--- src/rtl/ad9648_pkg.sv ---
// Shared encodings and constant generators for the ADC channel mux/demux pair.
// No logic of its own; imported by the mux and its FIFO users.
package ad9648_pkg;

    typedef enum logic [1:0] {
        MODE_NORMAL   = 2'd0,
        MODE_MIDSCALE = 2'd1,
        MODE_CHECKER  = 2'd2,
        MODE_RAMP     = 2'd3
    } mode_e;

    typedef enum logic [1:0] {
        ST_IDLE   = 2'd0,
        ST_SEND_A = 2'd1,
        ST_SEND_B = 2'd2
    } state_e;

    // Channel A checkerboard: odd bits set (0b1010...).
    function automatic logic [31:0] checker_a(int res);
        logic [31:0] r;
        r = '0;
        for (int i = 1; i < res; i += 2) r[i] = 1'b1;
        return r;
    endfunction

    // Channel B checkerboard: even bits set (0b0101...).
    function automatic logic [31:0] checker_b(int res);
        logic [31:0] r;
        r = '0;
        for (int i = 0; i < res; i += 2) r[i] = 1'b1;
        return r;
    endfunction

endpackage

--- src/rtl/pair_fifo.sv ---
// Synchronous FIFO with show-ahead read data; depth must be a power of two >= 2.
// Latency: written entry visible one clock after push. Backpressure: push ignored when full.
module pair_fifo #(
    parameter int Width = 28,
    parameter int Depth = 4
) (
    input  logic             clk_i,
    input  logic             rst_n_i,
    input  logic             push_vld,
    input  logic [Width-1:0] push_dat,
    input  logic             pop,
    output logic [Width-1:0] pop_dat,
    output logic             full,
    output logic             empty
);

    localparam int AW = $clog2(Depth);

    logic [Width-1:0] mem [Depth];
    logic [AW:0]      wr_ptr;
    logic [AW:0]      rd_ptr;
    logic             do_push;
    logic             do_pop;

    // Extra pointer MSB distinguishes full from empty when indices match.
    assign full    = (wr_ptr[AW] != rd_ptr[AW]) && (wr_ptr[AW-1:0] == rd_ptr[AW-1:0]);
    assign empty   = (wr_ptr == rd_ptr);
    assign do_push = push_vld && !full;
    assign do_pop  = pop && !empty;
    assign pop_dat = mem[rd_ptr[AW-1:0]];

    always_ff @(posedge clk_i or negedge rst_n_i) begin
        if (!rst_n_i) begin
            wr_ptr <= '0;
            rd_ptr <= '0;
        end else begin
            if (do_push) wr_ptr <= wr_ptr + 1'b1;
            if (do_pop)  rd_ptr <= rd_ptr + 1'b1;
        end
    end

    always_ff @(posedge clk_i) begin
        if (do_push) mem[wr_ptr[AW-1:0]] <= push_dat;
    end

endmodule

--- src/rtl/adc_channel_mux.sv ---
// Interleaves buffered A/B sample pairs into one word stream (A then B), with ADC test patterns.
// Latency: pair pushed into an empty FIFO while idle gives A one clock later. Backpressure: s_ready_o low while FIFO full.
module adc_channel_mux
    import ad9648_pkg::*;
#(
    parameter int AdcRes    = 14,
    parameter int FifoDepth = 4
) (
    input  logic              clk_mux_i,
    input  logic              rst_n_i,
    input  logic [1:0]        mode_i,
    input  logic              s_valid_i,
    output logic              s_ready_o,
    input  logic [AdcRes-1:0] ch_A_i,
    input  logic [AdcRes-1:0] ch_B_i,
    output logic              valid_o,
    output logic              phase_o,
    output logic [AdcRes-1:0] adc_data_o,
    output logic [15:0]       gap_cnt_o
);

    localparam logic [AdcRes-1:0] MID_VAL = {1'b1, {(AdcRes-1){1'b0}}};
    localparam logic [AdcRes-1:0] CHK_A   = AdcRes'(checker_a(AdcRes));
    localparam logic [AdcRes-1:0] CHK_B   = AdcRes'(checker_b(AdcRes));

    state_e              state_q, state_d;
    logic                valid_q, valid_d;
    logic                phase_q, phase_d;
    logic [AdcRes-1:0]   data_q, data_d;
    logic [AdcRes-1:0]   b_hold_q, b_hold_d;
    logic [AdcRes-1:0]   ramp_q, ramp_d;
    mode_e               last_mode_q, last_mode_d;
    logic [15:0]         gap_q, gap_d;

    mode_e               mode_s;
    logic                fifo_full;
    logic                fifo_empty;
    logic                fifo_pop;
    logic [2*AdcRes-1:0] fifo_dat;
    logic                pair_avail;
    logic [AdcRes-1:0]   ramp_base;
    logic [AdcRes-1:0]   a_sel;
    logic [AdcRes-1:0]   b_sel;

    assign mode_s     = mode_e'(mode_i);
    assign s_ready_o  = !fifo_full;
    assign pair_avail = (mode_s != MODE_NORMAL) || !fifo_empty;
    // Ramp restarts from zero whenever the previous pair was not a ramp pair.
    assign ramp_base  = (last_mode_q == MODE_RAMP) ? ramp_q : '0;

    pair_fifo #(
        .Width(2 * AdcRes),
        .Depth(FifoDepth)
    ) u_pair_fifo (
        .clk_i    (clk_mux_i),
        .rst_n_i  (rst_n_i),
        .push_vld (s_valid_i),
        .push_dat ({ch_A_i, ch_B_i}),
        .pop      (fifo_pop),
        .pop_dat  (fifo_dat),
        .full     (fifo_full),
        .empty    (fifo_empty)
    );

    always_comb begin
        a_sel = fifo_dat[2*AdcRes-1:AdcRes];
        b_sel = fifo_dat[AdcRes-1:0];
        case (mode_s)
            MODE_MIDSCALE: begin
                a_sel = MID_VAL;
                b_sel = MID_VAL;
            end
            MODE_CHECKER: begin
                a_sel = CHK_A;
                b_sel = CHK_B;
            end
            MODE_RAMP: begin
                a_sel = ramp_base;
                b_sel = ramp_base + AdcRes'(1);
            end
            default: ;
        endcase
    end

    always_comb begin
        state_d     = state_q;
        valid_d     = valid_q;
        phase_d     = phase_q;
        data_d      = data_q;
        b_hold_d    = b_hold_q;
        ramp_d      = ramp_q;
        last_mode_d = last_mode_q;
        gap_d       = gap_q;
        fifo_pop    = 1'b0;
        case (state_q)
            ST_SEND_A: begin
                state_d = ST_SEND_B;
                valid_d = 1'b1;
                phase_d = 1'b1;
                data_d  = b_hold_q;
            end
            default: begin
                if (pair_avail) begin
                    // Mode is captured here; B of this pair comes from b_hold regardless of later mode changes.
                    state_d     = ST_SEND_A;
                    valid_d     = 1'b1;
                    phase_d     = 1'b0;
                    data_d      = a_sel;
                    b_hold_d    = b_sel;
                    last_mode_d = mode_s;
                    fifo_pop    = (mode_s == MODE_NORMAL);
                    if (mode_s == MODE_RAMP) ramp_d = ramp_base + AdcRes'(2);
                end else begin
                    state_d = ST_IDLE;
                    valid_d = 1'b0;
                    phase_d = 1'b0;
                    if (state_q == ST_SEND_B && gap_q != 16'hFFFF) gap_d = gap_q + 16'd1;
                end
            end
        endcase
    end

    always_ff @(posedge clk_mux_i or negedge rst_n_i) begin
        if (!rst_n_i) begin
            state_q     <= ST_IDLE;
            valid_q     <= 1'b0;
            phase_q     <= 1'b0;
            data_q      <= '0;
            b_hold_q    <= '0;
            ramp_q      <= '0;
            last_mode_q <= MODE_NORMAL;
            gap_q       <= '0;
        end else begin
            state_q     <= state_d;
            valid_q     <= valid_d;
            phase_q     <= phase_d;
            data_q      <= data_d;
            b_hold_q    <= b_hold_d;
            ramp_q      <= ramp_d;
            last_mode_q <= last_mode_d;
            gap_q       <= gap_d;
        end
    end

    assign valid_o    = valid_q;
    assign phase_o    = phase_q;
    assign adc_data_o = data_q;
    assign gap_cnt_o  = gap_q;

endmodule
--- config.mk ---
export PLATFORM = sky130hd
export DESIGN_NAME = adc_channel_mux
export DESIGN_NICKNAME = d
export VERILOG_FILES = /design/src/rtl/ad9648_pkg.sv /design/src/rtl/pair_fifo.sv /design/src/rtl/adc_channel_mux.sv
export SDC_FILE = /design/constraint.sdc
export NUM_CORES = 1
export LEC_CHECK = 0
export CELL_PAD_IN_SITES_DETAIL_PLACEMENT = 0
export CELL_PAD_IN_SITES_GLOBAL_PLACEMENT = 1
export CORE_MARGIN = 2
export CORE_UTILIZATION = 52
export DETAILED_ROUTE_END_ITERATION = 12
export HOLD_SLACK_MARGIN = 0.08
export PLACE_DENSITY_LB_ADDON = 0.1
export SYNTH_ARGS = -nofsm -noshare
export SYNTH_HDL_FRONTEND = slang
export SYNTH_HIERARCHICAL = 1
export SYNTH_SLANG_ARGS = --single-unit
export TNS_END_PERCENT = 50
--- constraint.sdc ---
create_clock -name clk_mux_i -period 3.62 [get_ports clk_mux_i]
set_input_delay 0.724 -clock clk_mux_i [delete_from_list [all_inputs] [get_ports clk_mux_i]]
set_output_delay 0.724 -clock clk_mux_i [all_outputs]
set_load 0.05 [all_outputs]
==> results by group, run 1 <==
STA
  – Final-report hold violation count: 0
  – RSZ-0062 raised after global routing: false
  – Worst Skew: 0.0103 ns
  – Slew Limit Fails: 0
  – Fin Setup TNS: 0 ns
  – Period utilization: 78.9%
  – Slew @ Worst Pin: 0.770 ns
  – Fin crit period: 2.86 ns
  – Achievable Freq: 0.350 GHz
  – Max_slew headroom: 48.7%
  – Setup violators final: 0

Clock network
  – Cts repair resizes: 0
  – H-tree levels: 4
  – CTS tree: built
  – Clk Latency, worst-skew pair: 0.44 ns
  – CTS sink cnt: 181
  – # Post-CTS Setup Buffers: 0
  – Post-CTS Hold Buffers: 0
  – Clk slew on worst S/H paths: 0.07 ns
  – Total CTS buffers: 17
  – CTS max path bufs: 2
  – Root Buffer: clkbuf_16

Pwr
  – Cell Int Power: 4.50 mW
  – Pwr Total: 6.95 mW
  – Psw: 2.45 mW
  – Power per cell area: 724 nW/um^2
  – Register share of total power: 41.9%
  – Clock share of power: 25.3%
  – Comb pwr share: 32.8%
  – Switching Fraction: 35.2%
  – Leak: 3.55 nW
  – VDD IR max: 466 uV

Synth
  – Seq cells post-synth: 181
  – Synth Flop Type: edfxtp_1
  – Synth area leaders: edfxtp_1 41%, dfrtp_1 21%, mux4_2 6.8%, nand2_1 2.5%, xor2_1 1.8%
  – Netlist cell types: 72
  – Async S/R FF share, synth: 38.1%
  – Register area share after synthesis: 61.7%
  – Yosys top cell area share: 40.8%
  – Ys Warns: 6
  – Post-synthesis cell count: 589
  – Post-synth EDFFs: 112
  – Syn_nets: 630
  – Netlist Area Pre-Place: 8250 um^2
  – Leading area contributor after synthesis: edfxtp_1
  – Synthesized area per cell: 14.0 um^2

Critical path
  – Max stage delay cell, worst path: buf_4
  – CP Data Arrival Time: 2.13 ns
  – Type of destination of the critical path: output port
  – Worst setup SP type: register
  – Crit path largest cell delay: 0.54 ns
  – WP data required: 2.90 ns
  – Critical path fanouts, max: 31
  – Crit-path cells: buf_4, xnor2_2, nand3_2, inv_1, inv_1, buf_4
  – Setup CP Type: register to output port

Hold path
  – Min-Delay Path Class: primary input to asynchronous set/reset pin

Global route
  – Vias in the first global route: 5134
  – Global-route wire length before repair: 28900 um
  – GR Util All Layers: 23.0%
  – Largest net degree at the start of global routing: 57
  – Initial antenna violation count: 0
  – Gr ovfl total: 0

Die
  – Core area: 15700 um^2
  – Die Y: 130 um
  – Rows: 46
  – I/O Pins: 66
  – Initial core utilization: 52.5%
  – Die X: 130 um
  – Die Area: 16900 um^2

Drt
  – Via Count: 5162
  – DRT Wirelength: 18000 um
  – Post-route ant nets: 0
  – Routed wire per std cell: 20.4 um
  – 1st-iter DRT viols: 429
  – # DRC: 0
  – DR vias/cell: 5.85
  – Pre-antenna DRT Iters: 5

Finish
  – Fillers: 1186
  – Final net count: 695
  – Final core occ: 61.1%
  – Synthesis-to-finish area growth: 16.4%
  – ANT cells: 0
  – Layout cell share with drive strength beyond 1: 14.8%

Place
  – Port bufs: 65
  – Dpl hpwl: 12200 um
  – Placer Congestion: 0.891

Run status
  – Status: completed

Flow run
  – Max Cap Viol: 0
## layout make-up
| class | count | area (um^2) | area share, % |
|---|---|---|---|
| Tap cell | 216 | 270 | 2.81 |
| Inverter | 12 | 45.0 | 0.469 |
| Multi-Input combinational cell | 361 | 2850 | 29.7 |
| Clock inverter | 14 | 131 | 1.37 |
| Clock buffer | 18 | 429 | 4.47 |
| Timing Repair Buffer | 81 | 788 | 8.21 |
| Sequential cell | 181 | 5090 | 53.0 |
## flip-flops by register name, summed over array words and instances, names as in the netlist
| name | flops |
|---|---|
| valid_o | 1 |
| last_mode_q | 2 |
| phase_o | 1 |
| gap_cnt_o | 16 |
| adc_data_o | 14 |
| b_hold_q | 14 |
| u_pair_fifo/mem | 112 |
| ramp_q | 14 |
| state_q | 1 |
| u_pair_fifo/rd_ptr | 3 |
| u_pair_fifo/wr_ptr | 3 |
## path summary, 6_finish.rpt
path	end	startpoint	slack (ns)	cells after the start
setup / recovery	s_ready_o	u_pair_fifo/rd_ptr[0]	0.76	6
hold / removal	gap_cnt_o[15]	rst_n_i	0.18	1
setup reg to reg	gap_cnt_o[1]	u_pair_fifo/wr_ptr[0]	0.86	6
hold reg to reg	b_hold_q[1]	b_hold_q[1]	0.49	2
max in group asynchronous	u_pair_fifo/rd_ptr[0]	rst_n_i	2.33	2
min in group clk_mux_i	b_hold_q[1]	b_hold_q[1]	0.49	2
## power groups by stage
stage	registers, mW	logic (mW)	clock network (mW)
finish	2.91	2.28	1.76
global route	2.95	2.46	1.87
CTS	2.91	2.30	1.79
detailed placement	2.95	2.29	0
global placement	2.93	2.29	0
floorplan	3.11	1.42	0
## through the flow
step                      instances  instance area (um^2)  worst slack [ns]  hold slack, ns
after detailed placement        851                  9040             0.636           0.467
after floorplan                 589                  8250              1.30           0.428
after global routing            883                  9610             0.580           0.190
after CTS                       883                  9610             0.715           0.171
after global placement          851                  9040             0.725           0.467
final                           883                  9610             0.764           0.178
## critical path: cells and delay by family, from the launching register on
kind	cells	cell delay (ns)
buf+inv	4	0.84
xor+xnor	1	0.26
simple gates	1	0.17
flops	1	0.42
## metal layers
layer | up-vias | track usage (%) | part of all wire, %
met5 | - | 0 | 0
met4 | 0 | 7.27 | 1.6
met3 | 23 | 4.51 | 4.6
met2 | 166 | 34.9 | 47
met1 | 2597 | 33.8 | 47
li1 | 2376 | - | -
## kinds of logic after synthesis
kind of cell             synth area share (%)
XOR/XNOR                                 3.91
AO/OA/AOI/OAI                            8.31
adder cells (fa/ha/maj)                  1.21
multiplexers                             9.43
buffers and inverters                    3.84
AND/OR/NAND/NOR                          11.6
flip-flops                               61.7
## cell usage after synthesis, types with 9 or more instances
cell type / number
a21oi_1: 20
a221oi_1: 9
and3_1: 11
clkbuf_1: 12
dfrtp_1: 69
edfxtp_1: 112
inv_1: 11
mux4_2: 25
nand2_1: 54
nand3_1: 15
nor2_1: 36
nor3_1: 13
o21ai_0: 20
o31ai_1: 10
xnor2_1: 13
xor2_1: 17
## layout by cell type (no fill, tap or decap), drive strengths merged, types with 8 or more instances in the layout
master         count
o31ai             10
a21oi             20
nand3             17
inv               21
mux4              28
xnor2             14
o21ai             20
buf               18
dfrtp             69
nand2             55
and3              11
nor2              37
mux2i              8
a221oi             9
xor2              19
nor4               8
nand4             10
ha                 8
nor3              14
clkdlybuf4s50     63
edfxtp           112
clkbuf            18
No activity file was read; power rests on OpenSTA's default activity.
==> inputs of run 2 (changes only) <==
- CORE_UTILIZATION: 52 -> 49
- clock period: 3.62 -> 3 ns (I/O delays scaled with it)
==> results by group, run 2 (synthesis gave the netlist of run 1 again) <==
STA
  – Setup ws final: 0.377 ns (-0.387 ns)
  – RSZ-0062 raised after global routing: false
  – Slew @ Worst Pin: 0.654 ns (-0.115 ns)
  – Slew Limit Fails: 0 (unchanged)
  – Worst Skew: 0.0127 ns (+0.00244 ns)
  – Fin Setup TNS: 0 ns (unchanged)
  – Fin crit period: 2.62 ns
  – Achievable Freq: 0.381 GHz
  – Final-report hold violation count: 0 (unchanged)
  – Setup violators final: 0 (unchanged)
  – Period utilization: 87.4%
  – Max_slew headroom: 56.1% (+7.4 points)

Place
  – Worst slack, placed: 0.322 ns (-0.314 ns)
  – Dpl hpwl: 12700 um (+3.8%)
  – Placer Congestion: 0.854 (-4.2%)
  – Port bufs: 65 (unchanged)

Clock network
  – Clk slew on worst S/H paths: 0.07 ns (about the same)
  – CTS max path bufs: 2 (unchanged)
  – Root Buffer: clkbuf_16
  – CTS sink cnt: 181 (unchanged)
  – Total CTS buffers: 17 (unchanged)
  – # Post-CTS Setup Buffers: 0 (unchanged)
  – H-tree levels: 4 (unchanged)
  – Post-CTS Hold Buffers: 0 (unchanged)
  – Cts repair resizes: 0 (unchanged)
  – Clk Latency, worst-skew pair: 0.44 ns (about the same)
  – CTS tree: built

Hold path
  – Min-Delay Path Class: primary input to asynchronous set/reset pin

Drt
  – # DRC: 0 (unchanged)
  – DRT Wirelength: 18800 um (+4.4%)
  – Pre-antenna DRT Iters: 7 (+2)
  – 1st-iter DRT viols: 456 (+6.3%)
  – DR vias/cell: 5.79 (-0.99%)
  – Post-route ant nets: 0 (unchanged)
  – Via Count: 5192 (+0.58%)
  – Routed wire per std cell: 21.0 um (+2.8%)

Global route
  – Gr ovfl total: 0 (unchanged)
  – Global-route wire length before repair: 29900 um (+3.5%)
  – Vias in the first global route: 5214 (+1.6%)
  – Initial antenna violation count: 0 (unchanged)
  – Largest net degree at the start of global routing: 70 (+23%)
  – GR Util All Layers: 22.1% (-0.84 points)

Finish
  – Commonest non-fill, non-tap cell in the layout: edfxtp_1
  – Final net count: 705 (+1.4%)
  – ANT cells: 0 (unchanged)
  – Synthesis-to-finish area growth: 18.4%
  – Max reg flops: 112 (unchanged)
  – Layout cell share with drive strength beyond 1: 16.2% (+1.4 points)
  – Fillers: 1309 (+10%)
  – Final core occ: 59.1% (-2.0 points)
  – Most frequent cells in the layout: 112 x edfxtp_1, 68 x dfrtp_1, 63 x clkdlybuf4s50_1

Pwr
  – Leak: 3.64 nW (+2.5%)
  – Pwr Total: 8.66 mW (+25%)
  – VDD IR max: 532 uV (+14%)
  – Power per cell area: 886 nW/um^2 (+22%)

Die
  – Die X: 134 um (+2.9%)
  – Initial core utilization: 49.9% (-2.6 points)
  – Core area: 16500 um^2 (+5.2%)
  – Die Area: 17900 um^2 (+5.9%)
  – Rows: 47 (+2.2%)
  – I/O Pins: 66 (unchanged)
  – Die Y: 134 um (+2.9%)

Run status
  – Status: completed

Critical path
  – Crit path largest cell delay: 0.44 ns (-0.10 ns)
  – Worst path bufs/invs: 4 (unchanged)
  – WP data required: 2.40 ns (-0.50 ns)
  – Max stage delay cell, worst path: xnor2_1
  – Critical path fanouts, max: 33 (+6.5%)
  – Crit-path cells: buf_4, xnor2_1, nand3_2, inv_1, inv_1, buf_12
  – Type of destination of the critical path: output port
  – Worst setup SP type: register
  – CP delay by family, top: buffers and inverters
  – Launching point of the worst reg2reg path: last_mode_q[1]
  – Setup CP Type: register to output port
  – CP Data Arrival Time: 2.02 ns (-0.11 ns)
  – CP most frequent cell: inv_1
  – Critical path origin: u_pair_fifo/rd_ptr[1]

Flow run
  – Max Cap Viol: 0 (unchanged)
==> run 2: metal layers <==
metal | GRT usage (%) | share of wire (%)
met5 | 0 | 0
met4 | 5.14 | 0.84
met3 | 5.03 | 4.8
met2 | 35.0 | 49
met1 | 31.6 | 45
==> run 2: path summary, 6_finish.rpt <==
check                                              to  slack, ns  cells after the start
worst max-delay path                        s_ready_o       0.38                      6
worst min-delay path                     gap_cnt_o[1]       0.18                      2
worst max register to register           b_hold_q[12]       0.43                      6
worst min register to register            b_hold_q[1]       0.49                      2
max in group asynchronous       u_pair_fifo/rd_ptr[0]       2.50                      2
min in group clk_mux_i                    b_hold_q[1]       0.49                      2
==> run 2: final cells by class <==
type                            instances  area (um^2)  area share (%)
Tap cell                              220          275            2.82
Clock buffer                           17          425            4.35
Clock inverter                         15          198            2.02
Sequential cell                       181         5090            52.1
Inverter                               12         45.0           0.461
Multi-Input combinational cell        361         2850            29.2
Timing Repair Buffer                   91          888            9.09
==> run 2: power by group <==
group | switching (mW) | internal (mW)
Combinational | 1.69 | 1.19
Clock | 1.13 | 1.14
Sequential | 0.298 | 3.22
Total | 3.12 | 5.55
==> run 2: stage by stage <==
| stage | instance area, um^2 | instances | hold WS [ns] |
|---|---|---|---|
| 6_report | 9770 | 897 | 0.183 |
| 5_1_grt | 9770 | 897 | 0.215 |
| 4_1_cts | 9770 | 897 | 0.199 |
| 3_5_place_dp | 9150 | 865 | 0.460 |
| 3_3_place_gp | 9150 | 865 | 0.463 |
| 2_1_floorplan | 8250 | 589 | 0.304 |
==> inputs of run 3 (changes only) <==
- CORE_ASPECT_RATIO: default -> 0.8
==> results by group, run 3 (synthesis gave the netlist of run 1 again) <==
Run status
  – Status: completed

Critical path
  – Worst setup SP type: register
  – Type of destination of the critical path: output port
  – Launching point of the worst reg2reg path: u_pair_fifo/wr_ptr[0]
  – Capture point of the worst path: s_ready_o
  – WP data required: 2.40 ns (about the same)
  – RR Endpoint: b_hold_q[1]
  – Critical path fanouts, max: 33 (unchanged)
  – FF-to-FF path depth: 8 (+2)
  – CP Data Arrival Time: 2.01 ns (about the same)
  – Setup CP Type: register to output port
  – R2R setup slack: 0.47 ns (+0.04 ns)
  – Critical path origin: u_pair_fifo/rd_ptr[1]

Clock network
  – CTS tree: built
  – Total CTS buffers: 17 (unchanged)
  – Clk Latency, worst-skew pair: 0.44 ns (about the same)
  – Post-CTS Hold Buffers: 0 (unchanged)
  – # Post-CTS Setup Buffers: 0 (unchanged)
  – H-tree levels: 4 (unchanged)
  – CTS max path bufs: 2 (unchanged)
  – Clk slew on worst S/H paths: 0.07 ns (about the same)
  – CTS sink cnt: 181 (unchanged)
  – Root Buffer: clkbuf_16
  – Cts repair resizes: 0 (unchanged)

Finish
  – Final core occ: 59.2% (about the same)
  – Commonest non-fill, non-tap cell in the layout: edfxtp_1
  – Synthesis-to-finish area growth: 18.3%
  – Final net count: 704 (-0.14%)
  – Layout cell share with drive strength beyond 1: 16.1% (-0.12 points)
  – Most frequent cells in the layout: 112 x edfxtp_1, 68 x dfrtp_1, 63 x clkdlybuf4s50_1
  – Max reg flops: 112 (unchanged)
  – ANT cells: 0 (unchanged)
  – Fillers: 1327 (+1.4%)

Pwr
  – VDD IR max: 433 uV (-19%)
  – Power per cell area: 882 nW/um^2 (-0.45%)
  – Leak: 3.64 nW (-0.11%)
  – Pwr Total: 8.61 mW (-0.57%)

Global route
  – Global-route wire length before repair: 29300 um (-2.1%)
  – Vias in the first global route: 5158 (-1.1%)
  – GR Util All Layers: 22.2% (+0.12 points)
  – Initial antenna violation count: 0 (unchanged)
  – Gr ovfl total: 0 (unchanged)
  – Largest net degree at the start of global routing: 70 (unchanged)

Drt
  – Post-route ant nets: 0 (unchanged)
  – Via Count: 5194 (+0.039%)
  – DRT Wirelength: 18800 um (-0.32%)
  – 1st-iter DRT viols: 385 (-16%)
  – Routed wire per std cell: 20.9 um (-0.21%)
  – DR vias/cell: 5.80 (+0.15%)
  – Pre-antenna DRT Iters: 5 (-2)
  – # DRC: 0 (unchanged)

STA
  – RSZ-0062 raised after global routing: false
  – Setup violators final: 0 (unchanged)
  – Achievable Freq: 0.383 GHz (+0.47%)
  – Max_slew headroom: 40.9% (-15 points)
  – Fin crit period: 2.61 ns (-0.0123 ns)
  – Worst Skew: 0.0118 ns (-0.000898 ns)
  – Slew Limit Fails: 0 (unchanged)
  – Final-report hold violation count: 0 (unchanged)
  – Slew @ Worst Pin: 0.883 ns (+0.229 ns)
  – Fin Setup TNS: 0 ns (unchanged)
  – Period utilization: 87.0% (-0.41 points)

Die
  – Initial core utilization: 50.0% (+0.072 points)
  – Die Y: 120 um (-10%)
  – Die Area: 17900 um^2 (about the same)
  – I/O Pins: 66 (unchanged)
  – Core area: 16500 um^2 (-0.14%)
  – Die X: 149 um (+11%)
  – Rows: 42 (-11%)

Flow run
  – Max Cap Viol: 0 (unchanged)

Hold path
  – Min-Delay Path Class: primary input to asynchronous set/reset pin

Place
  – Placer Congestion: 0.869 (+1.7%)
  – Dpl hpwl: 12600 um (-0.61%)
  – Port bufs: 65 (unchanged)
-- run 3: through the flow --
| stage | cells | setup slack (ns) | hold slack [ns] | area (um^2) |
|---|---|---|---|---|
| after global routing | 896 | 0.276 | 0.205 | 9760 |
| after CTS | 896 | 0.346 | 0.198 | 9760 |
| after detailed placement | 864 | 0.462 | 0.464 | 9160 |
| after floorplan | 589 | 0.682 | 0.304 | 8250 |
| final | 896 | 0.389 | 0.190 | 9760 |
| after global placement | 864 | 0.522 | 0.472 | 9160 |
-- run 3: worst min path at each step --
stage	from	to	cells past startpoint
2_1_floorplan	rst_n_i	adc_data_o[0]	0
3_3_place_gp	b_hold_q[1]	b_hold_q[1]	2
3_5_place_dp	b_hold_q[1]	b_hold_q[1]	2
4_1_cts	rst_n_i	gap_cnt_o[11]	2
5_1_grt	rst_n_i	gap_cnt_o[11]	2
6_report	rst_n_i	gap_cnt_o[11]	2
-- run 3: area by class of cell --
type	instances	area (um^2)	share of cell area [%]
Sequential cell	181	5090	52.2
Multi-Input combinational cell	361	2850	29.2
Timing Repair Buffer	90	893	9.15
Clock buffer	17	425	4.36
Tap cell	220	275	2.82
Clock inverter	15	181	1.86
Inverter	12	45.0	0.461
-- run 3: worst max-delay path: stages, from the launching register on --
cell and delay, ns:
dfrtp_1 0.40, buf_4 0.29, xnor2_1 0.44, nand3_2 0.16, inv_1 0.08, inv_1 0.06
buf_12 0.14
-- run 3: routing by layer --
layer  vias to the layer above  track usage [%]  share of wire (%)
met5                         -                0                  0
met4                         0             5.83                1.4
met3                        26             6.62                7.2
met2                       165             32.6                 45
met1                      2611             32.6                 46
li1                       2392                -                  -
-- run 3: where the power goes --
| part | switching (mW) | internal (mW) | leakage, nW |
|---|---|---|---|
| registers | 0.316 | 3.22 | 1.92 |
| logic | 1.66 | 1.19 | 1.43 |
| clock network | 1.09 | 1.13 | 0.296 |
==> RTL change 1: new RTL, flow settings as in run 1 <==
Register the output `gap_cnt_o` once more, cleared by the reset; this adds one clock of latency there. The other outputs are not delayed to match.
--- a/src/rtl/adc_channel_mux.sv
+++ b/src/rtl/adc_channel_mux.sv
@@ -145,6 +145,12 @@
     assign valid_o    = valid_q;
     assign phase_o    = phase_q;
     assign adc_data_o = data_q;
-    assign gap_cnt_o  = gap_q;
+    always_ff @(posedge clk_mux_i or negedge rst_n_i) begin
+        if (!rst_n_i) begin
+            gap_cnt_o <= '0;
+        end else begin
+            gap_cnt_o <= gap_q;
+        end
+    end
 
 endmodule
Function: changed (Yosys sat finds a counterexample within 4 cycles, from zero or initial values and one cycle with rst_n_i low).
==> RTL change 1 against run 1 <==
  * Sequential cell count is 16 higher
  * Routed wire length is 3.8% lower
  * Highest routed layer unchanged
  * Power is 2.5% higher
  * Global-route usage is 1.1 points lower
  * Final area is 2.7% higher
  * Largest cell class unchanged
  * First-iteration DRC count is 4.7% higher
  * Worst setup slack worse by 0.17 ns
  * Synthesized area is 0.89% higher
==> RTL change 1: results (changes against run 1) <==
Vias per Instance 5.74 (-1.9%); Slowest-stage cell, CP clkdlybuf4s50_1; fill count 1205 (+1.6%); worst r2r path cells 7 (+1); Sw Share 33.9% (-1.3 points); sequential power 3.10 mW (+7%); Static Leak 3.66 nW (+3.1%); overall global routing resource usage 21.9% (-1.1 points); sequential-to-total area share from yosys stat 65.9% (+4.3 points); detailed placement HPWL 11500 um (-5.9%); WL met3 886 um (+6.7%); crit-path max cell delay 0.69 ns (+0.15 ns); final weighted congestion in routability-driven placement 0.871 (-2.2%); Synth cell types 56 (-22%); vias in the first global route 5062 (-1.4%); CP Max Fanout 7 (-77%); share of layout cells above drive strength 1 13.4% (-1.5 points); P_comb 2.14 mW (-6%); met3 Track Usage GR 3.71% (-0.80 points); wire length on met2 8090 um (-4.3%); Metal-1 WL 8090 um (-4.3%); dpl ws 0.720 ns (+0.0832 ns); met2 Track Usage GR 33.1% (-1.8 points); peak supply drop 0.584 mV (+25%); status finished clean; P_int 4.71 mW (+4.6%); Reg2Reg Setup Slack 0.71 ns (-0.15 ns); Post-synth top cells edfxtp_1, dfrtp_1, nand2_1; first-pass GRT wire length 27700 um (-4.2%); worst r2r dst gap_q[13]$_DFFE_PN0P_; DR iter-0 viols 449 (+4.7%); Synth area leaders edfxtp_1, dfrtp_1, mux4_2; slew margin rel. 37.2% (-12 points)
==> RTL change 1: stage by stage <==
step / instances / instance area [um2] / hold slack [ns]
after floorplan: 591 / 8330 / 0.368
after global placement: 864 / 9260 / 0.400
after detailed placement: 864 / 9260 / 0.398
after CTS: 896 / 9860 / 0.416
after global routing: 896 / 9860 / 0.428
final: 896 / 9860 / 0.398
==> RTL change 1: kinds of logic after synthesis <==
family                   count (synthesis)  share of synthesized area [%]
AO/OA/AOI/OAI                          106                           8.25
multiplexers                            34                           8.48
buffers and inverters                   41                           2.33
adder cells (fa/ha/maj)                  8                           1.20
flip-flops                             197                           65.9
XOR/XNOR                                37                           4.30
AND/OR/NAND/NOR                        168                           9.50
==> RTL change 1: cell type report <==
cell class | instances | share of cell area, %
flip-flops and latches | 197 | 55.7
multi-input cells | 353 | 26.8
repair buffers | 84 | 8.14
clock buffers | 17 | 4.31
well taps | 216 | 2.74
clock inverters | 15 | 1.81
inverters | 14 | 0.533
==> RTL change 2: new RTL, config.mk and constraints of run 1 <==
Without the edit above. The parameter `FifoDepth` goes from 4 to 8.
--- a/src/rtl/adc_channel_mux.sv
+++ b/src/rtl/adc_channel_mux.sv
@@ -4,7 +4,7 @@
     import ad9648_pkg::*;
 #(
     parameter int AdcRes    = 14,
-    parameter int FifoDepth = 4
+    parameter int FifoDepth = 8
 ) (
     input  logic              clk_mux_i,
     input  logic              rst_n_i,
Function: changed (a bounded check fails within 10 cycles, from zero or initial values and one cycle with rst_n_i low).
==> RTL change 2 against run 1 <==
  * Die area up 52%
  * Combinational power up 51%
  * Cell count up 36%
  * Routed wire length up 53%
  * Sequential power up 55%
  * Sequential share of layout area up 4.7 points
  * Worst setup slack worse by 0.11 ns
  * Final area up 54%
  * Sequential cell count up 114
  * Power up 62%
  * Synthesized area up 54%
  * Largest cell class unchanged
==> RTL change 2: results (changes against run 1) <==
status finished clean; Post-synth EDFFs 224 (+100%); net count after synthesis 813 (+29%); DR iter-0 viols 477 (+11%); share of layout cells above drive strength 1 21.9% (+7.0 points); CP delay by family, top flip-flops; Vias per Instance 5.90 (+0.94%); dpl ws 0.637 ns (+0.000410 ns); multiplexer share of the synthesized area 13.9% (+4.4 points); peak supply drop 0.424 mV (-8.9%); Static Leak 5.16 nW (+45%); YS warnings 6 (unchanged); Post-Synth Adder-Cell Area 0.493% (-0.72 points); H-tree depth 1 (-3); XOR/XNOR share of the synthesized area 2.48% (-1.4 points); worst r2r path cells 7 (+1); largest net degree at the start of global routing 72 (+26%); Synth area leaders edfxtp_1, dfrtp_1, mux4_2; worst-skew pair later-pin latency 0.55 ns (+0.11 ns); Post-Route WL 27500 um (+53%); TritonCTS Buffers 30 (+13); first-pass GRT wire length 42500 um (+47%); crit-path max cell delay 0.62 ns (+0.08 ns); CP Max Fanout 12 (-61%); Worst Clk Skew 0.0142 ns (+0.00395 ns); Async S/R FF share, synth 24.1% (-14 points); crit path launch u_pair_fifo/wr_ptr[1]$_DFFE_PN0P_; setup slack after layout 0.654 ns (-0.110 ns); initial antenna violation count 2 (+2); complex-gate fraction of the synthesized area 5.29% (-3.0 points); nets@finish 887 (+28%); max reg flops 224 (+100%); 1st-pass router iterations 6 (+1); overall global routing resource usage 21.8% (-1.1 points); Slowest-stage cell, CP dfrtp_1; Critical Path AT 2.24 ns (+0.11 ns); sequential-to-total area share from yosys stat 67.0% (+5.3 points); vias in the first global route 7199 (+40%); clk buf depth 3 (+1); Synth cell types 71 (-1.4%); Post-synth top cells edfxtp_1, dfrtp_1, mux4_2; detailed placement HPWL 17100 um (+40%)
-- RTL change 2: worst min-delay path by stage --
stage / cells after the start / slack [ns] / end / start
after global routing: 2 / 0.49 / gap_cnt_o[14]$_DFFE_PN0P_ / rst_n_i
after CTS: 2 / 0.42 / u_pair_fifo/rd_ptr[3]$_DFFE_PN0P_ / rst_n_i
after detailed placement: 2 / 0.48 / b_hold_q[1]$_DFFE_PN0P_ / b_hold_q[1]$_DFFE_PN0P_
after global placement: 2 / 0.48 / b_hold_q[1]$_DFFE_PN0P_ / b_hold_q[1]$_DFFE_PN0P_
after floorplan: 0 / 0.43 / adc_data_o[0]$_DFFE_PN0N_ / rst_n_i
final: 2 / 0.40 / gap_cnt_o[11]$_DFFE_PN0P_ / rst_n_i
-- RTL change 2: report_power, final --
group	leakage (nW)	total [mW]	internal (mW)	switching, mW
Sequential	2.95	4.52	4.24	0.280
Clock	0.504	3.26	1.99	1.27
Combinational	1.71	3.45	1.52	1.94
-- RTL change 2: final cells by class --
| type | count | area (um2) |
|---|---|---|
| Antenna cell | 1 | 2.50 |
| Clock buffer | 37 | 798 |
| Clock inverter | 19 | 255 |
| Fill cell | 1762 | 9420 |
| Inverter | 9 | 33.8 |
| Multi-Input combinational cell | 423 | 3880 |
| Sequential cell | 295 | 8510 |
| Tap cell | 324 | 405 |
| Timing Repair Buffer | 90 | 868 |
-- RTL change 2: cell families after synthesis --
family | count (synthesis)
buffers and inverters | 57
and+or+nand+nor | 189
muxes | 99
adders and majority gates | 5
DFF | 295
xor gates and xnor gates | 36
AOI/OAI and AO/OA | 94
-- RTL change 2: layer usage --
metal	global-route usage, %	share of wire, %
met3	3.40	5.9
met5	0	0.047
met2	35.8	48
met4	4.87	2.0
met1	31.4	44
-- RTL change 2: per-stage QoR --
step           instance area, um2  hold slack [ns]  instances  total power [mW]
2_1_floorplan               12700            0.428        775              6.97
3_3_place_gp                13700            0.481       1141              8.03
3_5_place_dp                13700            0.484       1141              8.07
4_1_cts                     14800            0.425       1197              11.4
5_1_grt                     14800            0.486       1197              11.7
6_report                    14800            0.401       1198              11.2
